===== config.mk =====
export PLATFORM = sky130hd
export DESIGN_NAME = memtest_seq_flat
export DESIGN_NICKNAME = d
export VERILOG_FILES = /design/src/rtl/memtest_pkg.sv /design/src/rtl/memtest_seq_if.sv /design/src/rtl/memtest_errcnt.sv /design/src/rtl/memtest_seq.sv /design/src/flat_wrapper.sv
export SDC_FILE = /design/constraint.sdc
export NUM_CORES = 1
export LEC_CHECK = 0
export ABC_AREA = 1
export BUFFER_PORTS_ARGS = -buffer_cell sky130_fd_sc_hd__buf_4
export CORE_MARGIN = 2
export CORE_UTILIZATION = 57
export DETAILED_ROUTE_END_ITERATION = 10
export GPL_TIMING_DRIVEN = 0
export HOLD_SLACK_MARGIN = 0.12
export PLACE_DENSITY = 0.9
export SYNTH_ARGS = -nofsm -noshare
export SYNTH_HDL_FRONTEND = slang
export SYNTH_HIERARCHICAL = 1
export SYNTH_SLANG_ARGS = --single-unit

===== constraint.sdc =====
create_clock -name sys_clk -period 3.2 [get_ports sys_clk]
set_clock_uncertainty 0.05 [all_clocks]
set_input_delay 0.32 -clock sys_clk [delete_from_list [all_inputs] [get_ports sys_clk]]
set_output_delay 0.32 -clock sys_clk [all_outputs]
set_load 0.05 [all_outputs]

===== src/rtl/memtest_pkg.sv =====
// Shared definitions for the memory-tester sequencer: FSM state encoding and PRNG word width.
package memtest_pkg;

    localparam int unsigned MEMTEST_DATA_W = 20;

    typedef enum logic [2:0] {
        IDLE,
        SEED,
        PRIME,
        ISSUE,
        DONE
    } state_e;

endpackage


===== src/rtl/memtest_seq_if.sv =====
// CSR, PRNG and memory-bus signals of the sequencer; master = sequencer side, slave = environment side.
interface memtest_seq_if #(
    parameter int unsigned ADDR_WIDTH = 20,
    parameter int unsigned ERR_WIDTH  = 32
) ();
    import memtest_pkg::*;

    logic                      start;
    logic                      write_pass;
    logic [ADDR_WIDTH-1:0]     base;
    logic [ADDR_WIDTH-1:0]     count;
    logic                      err_clr;
    logic                      busy;
    logic                      done;
    logic                      prng_rst;
    logic                      prng_ce;
    logic [MEMTEST_DATA_W-1:0] prng_rand;
    logic                      mem_stb;
    logic                      mem_we;
    logic [ADDR_WIDTH-1:0]     mem_adr;
    logic [MEMTEST_DATA_W-1:0] mem_dat_w;
    logic                      mem_ack;
    logic [MEMTEST_DATA_W-1:0] mem_dat_r;
    logic [ERR_WIDTH-1:0]      errors;
    logic [ADDR_WIDTH-1:0]     first_err_adr;
    logic                      first_err_valid;

    modport master (
        input  start, write_pass, base, count, err_clr, prng_rand, mem_ack, mem_dat_r,
        output busy, done, prng_rst, prng_ce, mem_stb, mem_we, mem_adr, mem_dat_w,
               errors, first_err_adr, first_err_valid
    );

    modport slave (
        output start, write_pass, base, count, err_clr, prng_rand, mem_ack, mem_dat_r,
        input  busy, done, prng_rst, prng_ce, mem_stb, mem_we, mem_adr, mem_dat_w,
               errors, first_err_adr, first_err_valid
    );

endinterface


===== src/rtl/memtest_errcnt.sv =====
// Saturating mismatch counter with clear priority; MEMTEST_FIRST_ERR_EN adds first-error address capture.
module memtest_errcnt #(
    parameter int unsigned ADDR_WIDTH = 20,
    parameter int unsigned ERR_WIDTH  = 32
) (
    input  logic                  clk_i,
    input  logic                  rst_i,
    input  logic                  clr_i,
    input  logic                  inc_i,
    input  logic [ADDR_WIDTH-1:0] adr_i,
    output logic [ERR_WIDTH-1:0]  errors_o,
    output logic [ADDR_WIDTH-1:0] first_err_adr_o,
    output logic                  first_err_valid_o
);

    logic [ERR_WIDTH-1:0] errors_q, errors_d;

    always_comb begin
        errors_d = errors_q;
        if (clr_i) begin
            errors_d = '0;
        end else if (inc_i && (errors_q != '1)) begin
            errors_d = errors_q + ERR_WIDTH'(1);
        end
    end

    always_ff @(posedge clk_i or posedge rst_i) begin
        if (rst_i) begin
            errors_q <= '0;
        end else begin
            errors_q <= errors_d;
        end
    end

    assign errors_o = errors_q;

`ifdef MEMTEST_FIRST_ERR_EN
    logic [ADDR_WIDTH-1:0] fadr_q, fadr_d;
    logic                  fval_q, fval_d;

    always_comb begin
        fadr_d = fadr_q;
        fval_d = fval_q;
        if (clr_i) begin
            fadr_d = '0;
            fval_d = 1'b0;
        end else if (inc_i && !fval_q) begin
            fadr_d = adr_i;
            fval_d = 1'b1;
        end
    end

    always_ff @(posedge clk_i or posedge rst_i) begin
        if (rst_i) begin
            fadr_q <= '0;
            fval_q <= 1'b0;
        end else begin
            fadr_q <= fadr_d;
            fval_q <= fval_d;
        end
    end

    assign first_err_adr_o   = fadr_q;
    assign first_err_valid_o = fval_q;
`else
    logic unused_adr;
    assign unused_adr        = ^adr_i;
    assign first_err_adr_o   = '0;
    assign first_err_valid_o = 1'b0;
`endif

endmodule


===== src/rtl/memtest_seq.sv =====
// Memory-tester sequencer: seeds/steps the external PRNG and issues one strobed access per word.
// First-error capture is built only when MEMTEST_FIRST_ERR_EN is defined.
module memtest_seq
    import memtest_pkg::*;
#(
    parameter int unsigned ADDR_WIDTH = 20,
    parameter int unsigned ERR_WIDTH  = 32
) (
    input  logic          sys_clk,
    input  logic          sys_rst,
    memtest_seq_if.master bus
);

    state_e                state_q;
    logic                  busy_q, done_q, prng_rst_q, prng_ce_q, stb_q, we_q;
    logic [ADDR_WIDTH-1:0] adr_q, rem_q;
    logic                  ack_v, mismatch;

    assign ack_v    = (state_q == ISSUE) && bus.mem_ack;
    assign mismatch = ack_v && !we_q && (bus.mem_dat_r != bus.prng_rand);

    always_ff @(posedge sys_clk or posedge sys_rst) begin
        if (sys_rst) begin
            state_q    <= IDLE;
            busy_q     <= 1'b0;
            done_q     <= 1'b0;
            prng_rst_q <= 1'b0;
            prng_ce_q  <= 1'b0;
            stb_q      <= 1'b0;
            we_q       <= 1'b0;
            adr_q      <= '0;
            rem_q      <= '0;
        end else begin
            done_q     <= 1'b0;
            prng_rst_q <= 1'b0;
            prng_ce_q  <= 1'b0;
            case (state_q)
                IDLE: begin
                    if (bus.start) begin
                        we_q  <= bus.write_pass;
                        adr_q <= bus.base;
                        rem_q <= bus.count;
                        if (bus.count == '0) begin
                            state_q <= DONE;
                            done_q  <= 1'b1;
                        end else begin
                            state_q    <= SEED;
                            busy_q     <= 1'b1;
                            prng_rst_q <= 1'b1;
                        end
                    end
                end
                SEED: begin
                    state_q   <= PRIME;
                    prng_ce_q <= 1'b1;
                end
                PRIME: begin
                    state_q <= ISSUE;
                    stb_q   <= 1'b1;
                end
                ISSUE: begin
                    if (bus.mem_ack) begin
                        adr_q <= adr_q + ADDR_WIDTH'(1);
                        rem_q <= rem_q - ADDR_WIDTH'(1);
                        if (rem_q == ADDR_WIDTH'(1)) begin
                            state_q <= DONE;
                            stb_q   <= 1'b0;
                            busy_q  <= 1'b0;
                            done_q  <= 1'b1;
                        end
                    end
                end
                DONE:    state_q <= IDLE;
                default: state_q <= IDLE;
            endcase
        end
    end

    // The per-ack advance must reach the PRNG in the ack cycle itself, so it bypasses the register.
    assign bus.prng_ce   = prng_ce_q | ack_v;
    assign bus.busy      = busy_q;
    assign bus.done      = done_q;
    assign bus.prng_rst  = prng_rst_q;
    assign bus.mem_stb   = stb_q;
    assign bus.mem_we    = we_q;
    assign bus.mem_adr   = adr_q;
    assign bus.mem_dat_w = bus.prng_rand;

    memtest_errcnt #(
        .ADDR_WIDTH (ADDR_WIDTH),
        .ERR_WIDTH  (ERR_WIDTH)
    ) u_errcnt (
        .clk_i             (sys_clk),
        .rst_i             (sys_rst),
        .clr_i             (bus.err_clr),
        .inc_i             (mismatch),
        .adr_i             (adr_q),
        .errors_o          (bus.errors),
        .first_err_adr_o   (bus.first_err_adr),
        .first_err_valid_o (bus.first_err_valid)
    );

endmodule


===== src/flat_wrapper.sv =====
// flat-port wrapper written by rule: the top's interface ports become plain ports
module memtest_seq_flat import memtest_pkg::*;
#(
    parameter int unsigned ADDR_WIDTH = 20,
    parameter int unsigned ERR_WIDTH  = 32
)
  (sys_clk, sys_rst, bus_start, bus_write_pass, bus_base, bus_count, bus_err_clr, bus_prng_rand, bus_mem_ack, bus_mem_dat_r, bus_busy, bus_done, bus_prng_rst, bus_prng_ce, bus_mem_stb, bus_mem_we, bus_mem_adr, bus_mem_dat_w, bus_errors, bus_first_err_adr, bus_first_err_valid);
  memtest_seq_if #(.ADDR_WIDTH(ADDR_WIDTH), .ERR_WIDTH(ERR_WIDTH)) bus_i ();
  input  logic sys_clk;
  input  logic sys_rst;
  input wire logic [$bits(bus_i.start)-1:0] bus_start;
  input wire logic [$bits(bus_i.write_pass)-1:0] bus_write_pass;
  input wire logic [$bits(bus_i.base)-1:0] bus_base;
  input wire logic [$bits(bus_i.count)-1:0] bus_count;
  input wire logic [$bits(bus_i.err_clr)-1:0] bus_err_clr;
  input wire logic [$bits(bus_i.prng_rand)-1:0] bus_prng_rand;
  input wire logic [$bits(bus_i.mem_ack)-1:0] bus_mem_ack;
  input wire logic [$bits(bus_i.mem_dat_r)-1:0] bus_mem_dat_r;
  output wire logic [$bits(bus_i.busy)-1:0] bus_busy;
  output wire logic [$bits(bus_i.done)-1:0] bus_done;
  output wire logic [$bits(bus_i.prng_rst)-1:0] bus_prng_rst;
  output wire logic [$bits(bus_i.prng_ce)-1:0] bus_prng_ce;
  output wire logic [$bits(bus_i.mem_stb)-1:0] bus_mem_stb;
  output wire logic [$bits(bus_i.mem_we)-1:0] bus_mem_we;
  output wire logic [$bits(bus_i.mem_adr)-1:0] bus_mem_adr;
  output wire logic [$bits(bus_i.mem_dat_w)-1:0] bus_mem_dat_w;
  output wire logic [$bits(bus_i.errors)-1:0] bus_errors;
  output wire logic [$bits(bus_i.first_err_adr)-1:0] bus_first_err_adr;
  output wire logic [$bits(bus_i.first_err_valid)-1:0] bus_first_err_valid;
  assign bus_i.start = bus_start;
  assign bus_i.write_pass = bus_write_pass;
  assign bus_i.base = bus_base;
  assign bus_i.count = bus_count;
  assign bus_i.err_clr = bus_err_clr;
  assign bus_i.prng_rand = bus_prng_rand;
  assign bus_i.mem_ack = bus_mem_ack;
  assign bus_i.mem_dat_r = bus_mem_dat_r;
  assign bus_busy = bus_i.busy;
  assign bus_done = bus_i.done;
  assign bus_prng_rst = bus_i.prng_rst;
  assign bus_prng_ce = bus_i.prng_ce;
  assign bus_mem_stb = bus_i.mem_stb;
  assign bus_mem_we = bus_i.mem_we;
  assign bus_mem_adr = bus_i.mem_adr;
  assign bus_mem_dat_w = bus_i.mem_dat_w;
  assign bus_errors = bus_i.errors;
  assign bus_first_err_adr = bus_i.first_err_adr;
  assign bus_first_err_valid = bus_i.first_err_valid;
  memtest_seq #(.ADDR_WIDTH(ADDR_WIDTH), .ERR_WIDTH(ERR_WIDTH)) u_core (.sys_clk(sys_clk), .sys_rst(sys_rst), .bus(bus_i));
endmodule

Word-level counts from Yosys, hierarchy flattened
Index checks and enable logic that the tools add are counted.

Word-level logic and storage cells: 67. Output and inout port bits: 99. Bits of input ports: 86. Bits in registers: 81.

Multiplexer cells: 28. Add/subtract/negate cells: 3. Bitwise operators: 1. Eq/ne operators: 10. Reduce and logical (&&, ||, !) cells: 15.

Operators with widths (number): $mux W20 (4); $pmux W20 S2 (2); $mux W32 (2); $add A32 B1 Y32 const B (1); $ne A32 B32 Y1 const B (1); $add A20 B1 Y20 const B (1); $eq A20 B1 Y1 const B (1); $logic_not A20 Y1 (1); $ne A20 B20 Y1 (1); $sub A20 B1 Y20 const B (1); $mux W1 (12); $mux W3 (4); $pmux W3 S4 (1); $reduce_and A3 Y1 (3); $ne A2 B2 Y1 const B (4); $eq A3 B2 Y1 const B (2); $pmux W1 S2 (3); $reduce_bool A2 Y1 (3); $reduce_and A5 Y1 (1); $logic_and A1 B1 Y1 (4); $eq A3 B1 Y1 const B (1); $logic_not A3 Y1 (1); $reduce_and A2 Y1 (1); $logic_not A1 Y1 (1); $or A1 B1 Y1 (1).

Logic depth before layout (Yosys ltp)
Gate-level depths: netlist (run 1).

Depth in word-level cells: 7. Mapped depth: 13. Depth with buffers taken out: 12.

By module
The synthesis (run 1) kept the hierarchy.

By module, submodules not included: memtest_seq (sequential area each 1226.2 sq um, instances 1, cells each 590, area an instance 3767.4 sq um); memtest_errcnt (sequential area each 800.8 sq um, instances 1, cells each 382, area an instance 2436.1 sq um).

Worst setup path after synthesis (run 1)
Ideal clock, no wire load.

Path kind: flip-flop to flip-flop. From: reg u_core.u_errcnt.errors_q[1], in the netlist u_core/u_errcnt/errors_o[1]. To: reg u_core.u_errcnt.errors_q[13], in the netlist u_core/u_errcnt/errors_o[13]. Stages on the path, launching flop included: 13. Arrival: 1.978 ns. Setup time: 0.120 ns. Buffers on the path: 2. Clock period less this slack: 2.148 ns. Path slack: 1.052 ns. Required time: 3.030 ns. Cell sequence: dfrtp_1 -> ha_1 -> nand2_1 -> nor2_2 -> nand2_4 -> nor2_8 -> nand2_4 -> nand2_4 -> nand2_4 -> buf_6 -> buf_8 -> nand2_1 -> nand2_1.

Longest elaborated chain between the ends: 3. Elaborated cells on any way between the ends: 6. Classes of those cells: add/sub: 1; eq/ne: 1; mux: 2; reduce/logical: 2.

RTL lines: from (decl) (RTL line memtest_errcnt.sv:16) `logic [ERR_WIDTH-1:0] errors_q, errors_d;`; from (signal assigned) (RTL line memtest_errcnt.sv:31) `errors_q <= errors_d;`; $add A32 B1 Y32 / $ne A32 B32 Y1 (equally long branches) (RTL line memtest_errcnt.sv:23, memtest_errcnt.sv:22); $mux W32 / $logic_and A1 B1 Y1 (equally long branches) (RTL line memtest_errcnt.sv:22) `end else if (inc_i && (errors_q != '1)) begin`; $mux W32 / $reduce_bool A2 Y1 (equally long branches).

Parallel ways exist; a longest one is shown, timed or not. The select of a mux whose other input is x is not followed. A chain may end at the register's enable or synchronous reset.

Final worst setup path (run 1)
From: reg u_core.state_q[0]. To: reg u_core.u_errcnt.errors_q[14], in the netlist u_core/u_errcnt/errors_o[14].

Longest elaborated chain between the ends: 6.

RTL lines: from (decl) (RTL line memtest_seq.sv:14) `state_e state_q;`; from (signal assigned) (RTL line memtest_seq.sv:24) `state_q <= IDLE;`; from (signal assigned) (RTL line memtest_seq.sv:44) `state_q <= DONE;`; from (signal assigned) (RTL line memtest_seq.sv:47) `state_q <= SEED;`; $eq A3 B2 Y1 (RTL line memtest_seq.sv:19) `assign ack_v = (state_q == ISSUE) && bus.mem_ack;`; $logic_and A1 B1 Y1 (RTL line memtest_seq.sv:19); $logic_and A1 B1 Y1 (2 in a row) (RTL line memtest_seq.sv:20) `assign mismatch = ack_v && !we_q && (bus.mem_dat_r != bus.prng_rand);`; named net u_core.mismatch (RTL line memtest_seq.sv:17) `logic ack_v, mismatch;`; $logic_and A1 B1 Y1 (RTL line memtest_errcnt.sv:22); $reduce_bool A2 Y1 (no source line).

The timed path passes the listed nets, and every way through them passes these cells.

==> flow_summary_export.csv, run 1 <==
group,metric,value,unit
synth,ys_seq_area_frac,0.327,
route,drc,0,
synth,synth_cell_types,39,
placed_design,port_buffers,163,
cts,cts-root-buf,"clkbuf_8",
route,wl_per_cell,14.0,µm
cts,post_cts_resized,0,
final_layout,drive_gt1_frac,0.242,
synth,synth-edff-count,0,
placed_design,place_hpwl,13800,µm
floorplanning,core_area,10700,µm²
route,met1Wirelength,7260,µm
floorplanning,die_w,108,µm
route,maxUsedRoutingLayer,"met4",
route,routed-wl-met3,1620,µm
timing,worstMarginPinSlew,725,ps
setup_path,path_max_fanout,10,
global_routing,overflow,0,
floorplanning,die_h,108,µm
floorplanning,die_area,11700,µm²
power_and_ir_drop,powerDensity,631,nW/µm²
synth,ys_warn_count,6,
route,vias,6971,
setup_path,path_class,"reg -> reg",
power_and_ir_drop,combinationalPowerShare,0.518,
setup_path,crit_chain,"nand2_1 > nor2_2 > nand2_1 > or2_2 > nor2_1 > inv_1 > a21oi_1 > buf_2 > nand4_1 > nand2_1",
final_layout,fill_cells,917,
final_layout,fin_nets,1260,
synth,synth_top_cell_area_share,0.327,
setup_path,arrival,3090,ps
timing,max_slew_margin,0.517,
power_and_ir_drop,p_clk_frac,0.171,
power_and_ir_drop,p_switching,2.47,mW
synth,netlist_instances,972,
setup_path,cp.required,3470,ps
setup_path,critPathMostFrequentCell,"nand2_1",
placed_design,placed_area,7700,µm²
placed_design,place_worst_setup_slack,447,ps
setup_path,cp_top_family,"simple AND/OR/NAND/NOR gates",
cts,clkSinkCount,81,
global_routing,grt_pass1_vias,6400,
cts,cts_tree,"yes",
power_and_ir_drop,p_int,2.55,mW
synth,synthesis.area,6200,µm²
global_routing,grt_start_max_net_pins,35,
cts,h-tree-depth,3,
floorplanning,start_util,0.577,
setup_path,crit_buf_inv,2,
cts,clock_path_buffers,2,
route,ant_nets,0,
synth,async_flop_share,1.00,
min_path,holdCritPathClass,"in -> reg",
setup_path,end_kind,"flop",
route,wirelength,18400,µm
run_status,status,"finished clean",
global_routing,grt_use_total,0.325,
route,routed_via_density,5.30,
floorplanning,num_rows,38,
synth,ys_seq_elements,81,
timing,min_period_over_period,0.881,
timing,fmax,355,MHz
timing,setup_slack,380,ps
final_layout,num_antenna_cells,0,
cts,insertion_delay,390,ps
final_layout,multi_input_area,3460,µm²
power_and_ir_drop,ir_worst_vdd,0.694,mV
power_and_ir_drop,power_leakage,4.14,nW
setup_path,start_kind,"flop",
synth,synth.area.top_cells,"dfrtp_1, nand2_1, nor2_1",
cts,clk_pin_slew,100,ps
flow_run,cap_violations,0,
final_layout,final_common_cell,"nand2_1",
cts,cts_made_buffers,9,
route,drt-initial-drc-count,646,
power_and_ir_drop,netSwitchingFraction,0.492,
timing,finalHoldViolations,0,
timing,setup_tns,0,ps
timing,finalCriticalPeriod,2820,ps
global_routing,antenna_found_initial,0,
setup_path,crit_slowest_cell,"a21oi_1",
global_routing,grt_pass1_wl,30000,µm
setup_path,slowest_delay,580,ps
route,wl_met2,9000,µm
placed_design,place_congestion,0.959,
floorplanning,io_pins,185,
timing,grt_setup_unrepaired,"false",
final_layout,final_area,7960,µm²
final_layout,final-seq-area,2030,µm²
power_and_ir_drop,pwr-share-seq,0.312,
timing,slew_violations,0,
final_layout,layout_common_cells,"nand2_1, buf_4, nor2_1",
timing,finalSetupViolCount,0,
synth,syn_area_per_cell,6.38,µm²
final_layout,area_growth,28.4,%
synth,yosysTopAreaCell,"dfrtp_1",
synth,ys_dominant_reg_cell,"dfrtp_1",
route,drtPass1Iterations,5,
[final cells by class]
class                      count  share of cell area
sequential                    81               0.255
timing repair buffer         167               0.162
clock buffer                   9              0.0156
tap                          140              0.0220
inverter                      87              0.0410
multi-input combinational    758               0.434
buffer                        66              0.0589
clock inverter                 7              0.0119
[per-layer routing]
metal | track usage | up-vias
li1 | - | 3405
met1 | 0.420 | 3134
met2 | 0.536 | 380
met3 | 0.0488 | 52
met4 | 0.152 | 0
met5 | 0 | -
[per-stage QoR]
stage | utilization | total power [mW] | cells | hold WS, ps
4_1_cts | 0.739 | 4.98 | 1314 | 131
2_1_floorplan | - | 3.37 | 992 | 386
3_5_place_dp | 0.716 | 4.12 | 1296 | 274
6_report | 0.741 | 5.02 | 1315 | 137
3_3_place_gp | 0.714 | 4.07 | 1295 | 409
5_1_grt | 0.741 | 5.37 | 1315 | 159
[state kept, by name, indices dropped and copies added (netlist names), 3 cells and up]
register,count
u_core/rem_q,20
u_core/state_q,3
u_core/u_errcnt/errors_o,32
u_core/bus.mem_adr,20
[path summary, 6_finish.rpt]
kind                                                 from                                  endpoint  slack [ps]  cells past startpoint
hold reg to reg            u_core/bus.mem_stb$_DFFE_PP0P_            u_core/bus.mem_stb$_DFFE_PP0P_         440                      2
max in group asynchronous                         sys_rst         u_core/bus.mem_adr[9]$_DFFE_PP0P_        2150                      4
hold / removal                                bus_base[1]         u_core/bus.mem_adr[1]$_DFFE_PP0P_         140                      3
setup reg to reg            u_core/state_q[0]$_DFFE_PP0P_  u_core/u_errcnt/errors_o[14]$_DFFE_PP0P_         380                     10
min in group asynchronous                         sys_rst               u_core/rem_q[3]$_DFFE_PP0P_         430                      3
setup / recovery            u_core/state_q[0]$_DFFE_PP0P_  u_core/u_errcnt/errors_o[14]$_DFFE_PP0P_         380                     10
[timing repair]
item,in CTS,in global routing
setup buffers,0,0
hold buffers,2,0
endpoints found under the hold margin,16,0
[kinds of logic after synthesis]
family	share of synthesized area
adders and majority gates	0.00807
AOI/OAI and AO/OA	0.0853
xor gates and xnor gates	0.0339
and+or+nand+nor	0.415
other	0.000605
buffers and inverters	0.128
muxes	0.00182
DFF	0.327
[worst min-delay path, delay by kind of cell]
| kind | cells | cell delay (ps) |
|---|---|---|
| buffers and inverters | 1 | 110 |
| and+or+nand+nor | 1 | 50 |
| AOI/OAI and AO/OA | 1 | 70 |
[synthesized netlist by cell type, types with 4 or more instances]
cell type  count
o22ai_1        5
nand3_1       68
nor2_1       168
o21ai_1        7
nand4_1       21
nor3_1         6
nand2_2        5
clkbuf_1       4
a21oi_1       25
nor2_2        10
nand2_4        4
nand2_1      312
ha_1           4
xnor2_1       15
inv_1         83
buf_2         12
buf_4         46
o21ai_0       47
or2_2          9
dfrtp_1       81
xor2_1         9
[power by group through the flow]
| stage | Sequential [mW] | Clock (mW) | Combinational, mW |
|---|---|---|---|
| floorplan | 1.92 | 0 | 1.45 |
| global placement | 1.57 | 0 | 2.50 |
| detailed placement | 1.57 | 0 | 2.55 |
| CTS | 1.55 | 0.864 | 2.57 |
| global route | 1.61 | 0.900 | 2.86 |
| finish | 1.56 | 0.857 | 2.60 |
No activity file was read; power rests on OpenSTA's default activity.
==> run 2: changes to the inputs <==
--- a/config.mk
+++ b/config.mk
@@ -8,11 +8,12 @@
 export ABC_AREA = 1
 export BUFFER_PORTS_ARGS = -buffer_cell sky130_fd_sc_hd__buf_4
 export CORE_MARGIN = 2
-export CORE_UTILIZATION = 57
+export CORE_UTILIZATION = 58
+export CTS_BUF_LIST = sky130_fd_sc_hd__clkbuf_4 sky130_fd_sc_hd__clkbuf_8
 export DETAILED_ROUTE_END_ITERATION = 10
 export GPL_TIMING_DRIVEN = 0
 export HOLD_SLACK_MARGIN = 0.12
-export PLACE_DENSITY = 0.9
+export PLACE_DENSITY = 0.91
 export SYNTH_ARGS = -nofsm -noshare
 export SYNTH_HDL_FRONTEND = slang
 export SYNTH_HIERARCHICAL = 1
==> flow_summary_export.csv, run 2 (synthesis gave the netlist of run 1 again) <==
group,metric,value,unit
run_status,status,"finished clean",
global_routing,grt_pass1_wl,30200,µm
setup_path,start_kind,"flop",
floorplanning,start_util,0.598,
route,vias,7120,
floorplanning,die_w,107,µm
route,routed_via_density,5.44,
setup_path,end_kind,"flop",
route,drtPass1Iterations,6,
power_and_ir_drop,ir_worst_vdd,0.653,mV
setup_path,arrival,2960,ps
setup_path,r2r_start,"u_core/state_q[0]$_DFFE_PP0P_",
final_layout,area_growth,28.6,%
power_and_ir_drop,p_int,2.65,mW
route,ant_nets,0,
global_routing,grt_use_total,0.326,
setup_path,cp.required,3440,ps
placed_design,place_inst,1292,
final_layout,layout_common_cells,"nand2_1, buf_4, nor2_1",
power_and_ir_drop,power,5.14,mW
timing,fmax,367,MHz
floorplanning,die_area,11500,µm²
setup_path,reg2reg_to,"u_core/u_errcnt/errors_o[30]$_DFFE_PP0P_",
cts,cts_tree,"yes",
global_routing,grt_pass1_vias,6598,
setup_path,path_class,"reg -> reg",
placed_design,place_congestion,0.972,
route,wirelength,19200,µm
final_layout,fin_cells,1310,
timing,max_slew_margin,0.538,
timing,setup_slack,475,ps
timing,setup_tns,0,ps
final_layout,drive_gt1_frac,0.242,
floorplanning,die_h,107,µm
cts,insertion_delay,360,ps
timing,finalHoldViolations,0,
floorplanning,num_rows,37,
setup_path,path_max_fanout,10,
final_layout,num_antenna_cells,0,
timing,slew_violations,0,
final_layout,fin_nets,1259,
placed_design,place_worst_setup_slack,564,ps
timing,finalSetupViolCount,0,
global_routing,antenna_found_initial,0,
flow_run,cap_violations,0,
timing,min_period_over_period,0.852,
cts,post_cts_resized,0,
final_layout,final_common_cell,"nand2_1",
min_path,worst_hold_path.num_cells,2,
power_and_ir_drop,pwr-share-seq,0.305,
global_routing,overflow,0,
power_and_ir_drop,p_switching,2.49,mW
cts,clkSinkCount,81,
power_and_ir_drop,p_clk_frac,0.184,
cts,clk_pin_slew,90,ps
final_layout,fill_cells,850,
min_path,hold_start,"bus_write_pass",
floorplanning,core_area,10400,µm²
floorplanning,io_pins,185,
global_routing,grt_start_max_net_pins,33,
timing,worstMarginPinSlew,693,ps
final_layout,largest_reg_flops,32,
min_path,holdCritPathClass,"in -> reg",
timing,grt_setup_unrepaired,"false",
min_path,min_to,"u_core/bus.mem_we$_DFFE_PP0P_",
placed_design,port_buffers,163,
cts,post_cts_buffers,0,
cts,clock_path_buffers,2,
route,wl_per_cell,14.7,µm
power_and_ir_drop,powerDensity,644,nW/µm²
cts,cts_made_buffers,9,
placed_design,place_hpwl,14400,µm
timing,finalCriticalPeriod,2730,ps
route,drc,0,
cts,cts-root-buf,"clkbuf_8",
cts,h-tree-depth,3,
setup_path,reg2regPathDepth,10,
route,drt-initial-drc-count,624,
power_and_ir_drop,combinationalPowerShare,0.511,
setup_path,r2r_slack,470,ps
power_and_ir_drop,power_leakage,4.15,nW
power_and_ir_drop,netSwitchingFraction,0.485,
## run 2: worst max path at each step
stage                                            start                                  endpoint  slack, ps
6_report                 u_core/state_q[0]$_DFFE_PP0P_  u_core/u_errcnt/errors_o[30]$_DFFE_PP0P_        470
3_5_place_dp             u_core/state_q[0]$_DFFE_PP0P_  u_core/u_errcnt/errors_o[30]$_DFFE_PP0P_        560
3_3_place_gp             u_core/state_q[0]$_DFFE_PP0P_  u_core/u_errcnt/errors_o[26]$_DFFE_PP0P_        630
4_1_cts                  u_core/state_q[0]$_DFFE_PP0P_  u_core/u_errcnt/errors_o[30]$_DFFE_PP0P_        530
2_1_floorplan  u_core/u_errcnt/errors_o[1]$_DFFE_PP0P_  u_core/u_errcnt/errors_o[13]$_DFFE_PP0P_       1050
5_1_grt                  u_core/state_q[0]$_DFFE_PP0P_  u_core/u_errcnt/errors_o[28]$_DFFE_PP0P_        280
## run 2: area by class of cell
class                           instances  area, µm²  share of cell area
Buffer                                 66        469              0.0588
Clock buffer                           10        131              0.0165
Clock inverter                          6        115              0.0144
Inverter                               87        327              0.0409
Multi-Input combinational cell        758       3460               0.433
Sequential cell                        81       2030               0.254
Tap cell                              136        170              0.0213
Timing Repair Buffer                  166       1280               0.161
## run 2: critical path, cell delays in order, from the launching register on
cell and delay [ps]:
dfrtp_1 380, nand2_1 80, nor2_2 230, nand2_1 170
or2_2 300, nor2_1 240, inv_1 70, a21oi_1 550
buf_2 360, nand4_1 120, nand2_1 100
## run 2: what timing repair did
item / 4_1_cts / 5_1_grt
hold buffers: 1 / 0
hold endpoints to repair: 17 / 0
endpoints found under the setup margin: 0 / 0
## run 2: metrics by stage
stage	util	hold slack [ps]	instance area [µm²]
after floorplan	-	386	6280
after detailed placement	0.742	307	7690
after CTS	0.767	138	7950
final	0.769	145	7980
after global placement	0.740	410	7670
after global routing	0.769	158	7980
## run 2: metal layers
metal  wire, µm  global-route usage
met1       7330               0.416
met2       9520               0.567
met3       1870              0.0424
met4        512               0.120
met5          0                   0
## run 2: power by group through the flow
stage | clock network (mW) | logic [mW] | registers (mW)
floorplan | 0 | 1.45 | 1.92
global placement | 0 | 2.49 | 1.57
detailed placement | 0 | 2.56 | 1.57
CTS | 0.947 | 2.58 | 1.55
global route | 0.988 | 2.85 | 1.59
finish | 0.944 | 2.63 | 1.57
